`config.mk`:
```
export PLATFORM = sky130hd
export DESIGN_NAME = shift_frame_ctrl
export DESIGN_NICKNAME = d
export VERILOG_FILES = /design/src/rtl/shift_frame_ctrl.sv
export SDC_FILE = /design/constraint.sdc
export NUM_CORES = 1
export LEC_CHECK = 0
export CORE_MARGIN = 3
export CORE_UTILIZATION = 49
export CTS_CLUSTER_DIAMETER = 40
export DETAILED_ROUTE_END_ITERATION = 12
export GPL_TIMING_DRIVEN = 0
export PLACE_DENSITY = 0.79
export REMOVE_ABC_BUFFERS = 1
export SYNTH_ARGS = -nofsm -noshare
export SYNTH_HDL_FRONTEND = slang
export SYNTH_SLANG_ARGS = --single-unit
export TNS_END_PERCENT = 5
```
`constraint.sdc`:
```
create_clock -name clk -period 2.3 [get_ports clk]
set_clock_uncertainty 0.2 [all_clocks]
set_input_delay 0.345 -clock clk [delete_from_list [all_inputs] [get_ports clk]]
set_output_delay 0.345 -clock clk [all_outputs]
set_load 0.01 [all_outputs]
```
`src/rtl/shift_frame_ctrl.sv`:
```
// Sequences WIDTH shift_en pulses into a serial-in shift register and captures the result.
// Latency: start-to-word_valid is WIDTH*(cfg_div+1)+2 clk cycles.
// Backpressure: a finished word that finds an unconsumed word pending is dropped and flags overrun.
module shift_frame_ctrl #(
  parameter int WIDTH = 8,
  parameter int DIV_W = 8,
  parameter int CNT_W = $clog2(WIDTH+1)
) (
  input  logic             clk,
  input  logic             rst,
  input  logic             start,
  input  logic             abort,
  input  logic [DIV_W-1:0] cfg_div,
  input  logic [WIDTH-1:0] sr_data,
  output logic             shift_en,
  output logic [WIDTH-1:0] word_data,
  output logic             word_valid,
  input  logic             word_ready,
  output logic             busy,
  output logic [CNT_W-1:0] bit_cnt,
  output logic             overrun,
  input  logic             clr_overrun
);

  typedef enum logic [1:0] {
    S_IDLE  = 2'd0,
    S_SHIFT = 2'd1,
    S_DONE  = 2'd2
  } state_t;

  state_t             r_state;
  state_t             w_state_nxt;
  logic               w_shift;
  logic               w_capture;
  logic [DIV_W-1:0]   r_div_cnt;
  logic [DIV_W-1:0]   r_div_lat;
  logic [CNT_W-1:0]   r_bit_cnt;
  logic [WIDTH-1:0]   r_word_data;
  logic               r_word_valid;
  logic               r_overrun;

  // State register.
  always_ff @(posedge clk) begin
    if (rst) r_state <= S_IDLE;
    else     r_state <= w_state_nxt;
  end

  // Next-state and shift strobe; abort suppresses the strobe in the same cycle.
  always_comb begin
    w_state_nxt = r_state;
    w_shift     = 1'b0;
    case (r_state)
      S_IDLE: begin
        if (start) w_state_nxt = S_SHIFT;
      end
      S_SHIFT: begin
        if (abort) begin
          w_state_nxt = S_IDLE;
        end else if (r_div_cnt == '0) begin
          w_shift = 1'b1;
          if (r_bit_cnt == CNT_W'(WIDTH-1)) w_state_nxt = S_DONE;
        end
      end
      S_DONE: begin
        w_state_nxt = S_IDLE;
      end
      default: begin
        w_state_nxt = S_IDLE;
      end
    endcase
  end

  // Bit-rate divider and pulse counter; the divider is latched once per frame.
  always_ff @(posedge clk) begin
    if (rst) begin
      r_div_cnt <= '0;
      r_div_lat <= '0;
      r_bit_cnt <= '0;
    end else begin
      case (r_state)
        S_IDLE: begin
          if (start) begin
            r_div_cnt <= cfg_div;
            r_div_lat <= cfg_div;
            r_bit_cnt <= '0;
          end
        end
        S_SHIFT: begin
          if (abort) begin
            r_bit_cnt <= '0;
          end else if (w_shift) begin
            r_div_cnt <= r_div_lat;
            r_bit_cnt <= r_bit_cnt + CNT_W'(1);
          end else begin
            r_div_cnt <= r_div_cnt - DIV_W'(1);
          end
        end
        default: begin
        end
      endcase
    end
  end

  // Capture succeeds if the output slot is free or being emptied at this very edge.
  assign w_capture = (r_state == S_DONE) && (!r_word_valid || word_ready);

  // Output word slot and sticky overrun; a dropped word wins over a simultaneous clear.
  always_ff @(posedge clk) begin
    if (rst) begin
      r_word_data  <= '0;
      r_word_valid <= 1'b0;
      r_overrun    <= 1'b0;
    end else begin
      if (w_capture) begin
        r_word_data  <= sr_data;
        r_word_valid <= 1'b1;
      end else if (word_ready) begin
        r_word_valid <= 1'b0;
      end
      if ((r_state == S_DONE) && !w_capture) r_overrun <= 1'b1;
      else if (clr_overrun)                  r_overrun <= 1'b0;
    end
  end

  assign shift_en   = w_shift;
  assign busy       = (r_state != S_IDLE);
  assign bit_cnt    = r_bit_cnt;
  assign word_data  = r_word_data;
  assign word_valid = r_word_valid;
  assign overrun    = r_overrun;

endmodule

```
==> results.json <==
{
  "grt_util_all_layers": 0.2022,
  "finalCritPeriodShare": 0.9366,
  "final_cell_mix": "clkdlybuf4s50_1, nand2_1, dfxtp_1, nor2_1",
  "synth_area_per_cell_um2": 8.335,
  "peakVddDrop_mv": 0.4240,
  "gr-total-overflow": 0,
  "die_x_um": 62.70,
  "first_global_vias": 1418,
  "crit_required_ns": 2.29,
  "die_h_um": 62.70,
  "tightestPinTransition_ns": 0.9835,
  "status": "completed",
  "startpoint_type": "flip-flop",
  "dp_hpwl_um": 2647,
  "power.density_nw_per_um2": 573.7,
  "rows": 19,
  "crit_type": "flip-flop to flip-flop",
  "area_growth_pct": 32.88,
  "final_core_util": 0.7217,
  "clock_sinks": 32,
  "finalPower_uw": 1201,
  "seq_area_frac_synth": 0.4067,
  "synth_area_um2": 1575,
  "clkTransAtPathRegs_ns": 0.10,
  "hold_viol": 0,
  "core-area_um2": 2900,
  "setup_viol": 0,
  "vias": 1577,
  "crit_path_end_kind": "flip-flop",
  "n_fill_cell": 236,
  "worstSkewPairLatency_ns": 0.32,
  "io_buffer_count": 37,
  "synth-edff-count": 0,
  "clock_path_buffers": 2,
  "leakage_uw": 0.0007727,
  "ant_nets": 0,
  "vias_per_cell": 5.819,
  "final_cells": 271,
  "num_antenna_cells": 0,
  "ys.flop_type": "dfxtp_1",
  "htree_levels": 2,
  "antenna_found_initial": 0,
  "crit_arrival_ns": 2.14,
  "gp_congestion": 0.8533,
  "maxCapViolations": 0,
  "relSlewSlack": 0.3433,
  "fmax_mhz": 464.2,
  "drive_gt1_frac": 0.1004,
  "ys_warn_count": 0,
  "async_reset_ff_frac": 0,
  "slew_violations": 0,
  "die-area_um2": 3931,
  "drt-initial-drc-count": 158,
  "synth.distinct_cells": 40,
  "ios": 38,
  "hp-class": "flip-flop to flip-flop",
  "root_buffer": "clkbuf_4",
  "nNetsFinal": 253,
  "ys_ff_latch": 32,
  "syn_inst": 189,
  "cts_tree": "yes",
  "dp_cells": 259,
  "timing.final.crit_period_ns": 2.154,
  "cts_made_buffers": 5,
  "grt_max_degree": 25,
  "grt_pass1_wl_um": 6520,
  "final_common_cell": "clkdlybuf4s50_1",
  "routed_wl_um": 3912,
  "cp_max_fo": 7,
  "fin_setup_tns_ns": 0,
  "dr.pass1.iters": 4,
  "rsz0062_at_grt": "no",
  "start_util": 0.5431,
  "route.detailed.drc": 0,
  "drt-wirelength-per-cell_um": 14.44
}
==> report_power, final <==
part	internal, uW	switching, uW
registers	580	34.7
logic	124	127
clock network	145	190
total	849	352
==> routing by layer <==
layer / track usage / routed length [um] / vias to the layer above
met3: 0.04317 / 321 / 4
met4: 0.07713 / 29 / 0
li1: - / - / 760
met5: 0 / 0 / -
met1: 0.2530 / 1653 / 739
met2: 0.3382 / 1909 / 74
==> logic make-up after synthesis <==
kind of cell | synth area share
AOI/OAI and AO/OA | 0.2010
DFF | 0.4067
and+or+nand+nor | 0.2566
xor gates and xnor gates | 0.01668
buffers and inverters | 0.04448
adders and majority gates | 0.02383
muxes | 0.05084
==> cell type report <==
type	count	area, um2	area share
Tap cell	42	52.55	0.02510
Clock inverter	2	10.01	0.004782
Sequential cell	32	643.1	0.3072
Timing Repair Buffer	41	401.6	0.1919
Multi-Input combinational cell	139	897.1	0.4286
Clock buffer	6	51.30	0.02451
Inverter	9	37.54	0.01793
==> path summary, 6_finish.rpt <==
check	start	end	slack [ns]	cells after the start
max	r_div_cnt[0]	r_div_cnt[7]	0.15	6
min	r_div_lat[7]	r_div_lat[7]	0.26	2
max reg2reg	r_div_cnt[0]	r_div_cnt[7]	0.15	6
min reg2reg	r_div_lat[7]	r_div_lat[7]	0.26	2
==> sequential cells by signal, summed over array words and instances, names as in the netlist <==
register	flops
r_div_lat	8
r_div_cnt	8
bit_cnt	4
word_data	8
r_state	2
word_valid	1
overrun	1
==> repair_timing <==
item,in CTS,in global routing
setup endpoints to repair,2,11
endpoints found under the hold margin,0,0
hold buffers,0,0
pin swaps,3,0
buffers inserted,4,0
cloned,0,0
resized for setup,7,4
==> cell usage after synthesis, types with 2 or more instances <==
cell type	number	area [um2]
nand2b_1	5	31.28
o211ai_1	6	45.04
inv_1	9	33.78
nor3b_1	2	15.01
clkbuf_1	7	26.28
ha_1	3	37.54
buf_2	2	10.01
nor3_1	2	10.01
a21oi_1	11	55.05
or4_1	4	30.03
mux2i_1	8	80.08
a31oi_1	8	50.05
xor2_1	2	17.52
o211a_1	2	20.02
nor2_1	13	48.80
o21ai_0	10	50.05
nand3_1	5	25.02
nor2b_1	3	18.77
or3_1	3	18.77
dfxtp_1	32	640.6
and3_1	2	12.51
nand2_1	30	112.6
a2bb2oi_1	3	26.28
==> per-stage QoR <==
stage	instance area, um2	worst slack (ns)	hold WS [ns]
6_report	2093	0.1458	0.2629
2_1_floorplan	1539	0.2796	0.2141
5_1_grt	2093	0.03366	0.2851
3_3_place_gp	1962	-0.3149	0.2432
3_5_place_dp	1962	-0.3575	0.2471
4_1_cts	2077	0.1074	0.2608
==> critical path: stages, from the launching register on <==
cell,delay (ns)
dfxtp_2,0.37
inv_1,0.08
ha_1,0.18
or4b_2,0.67
or3_1,0.34
o211ai_1,0.09
a31oi_1,0.09
(Power assumes the default switching activity.)
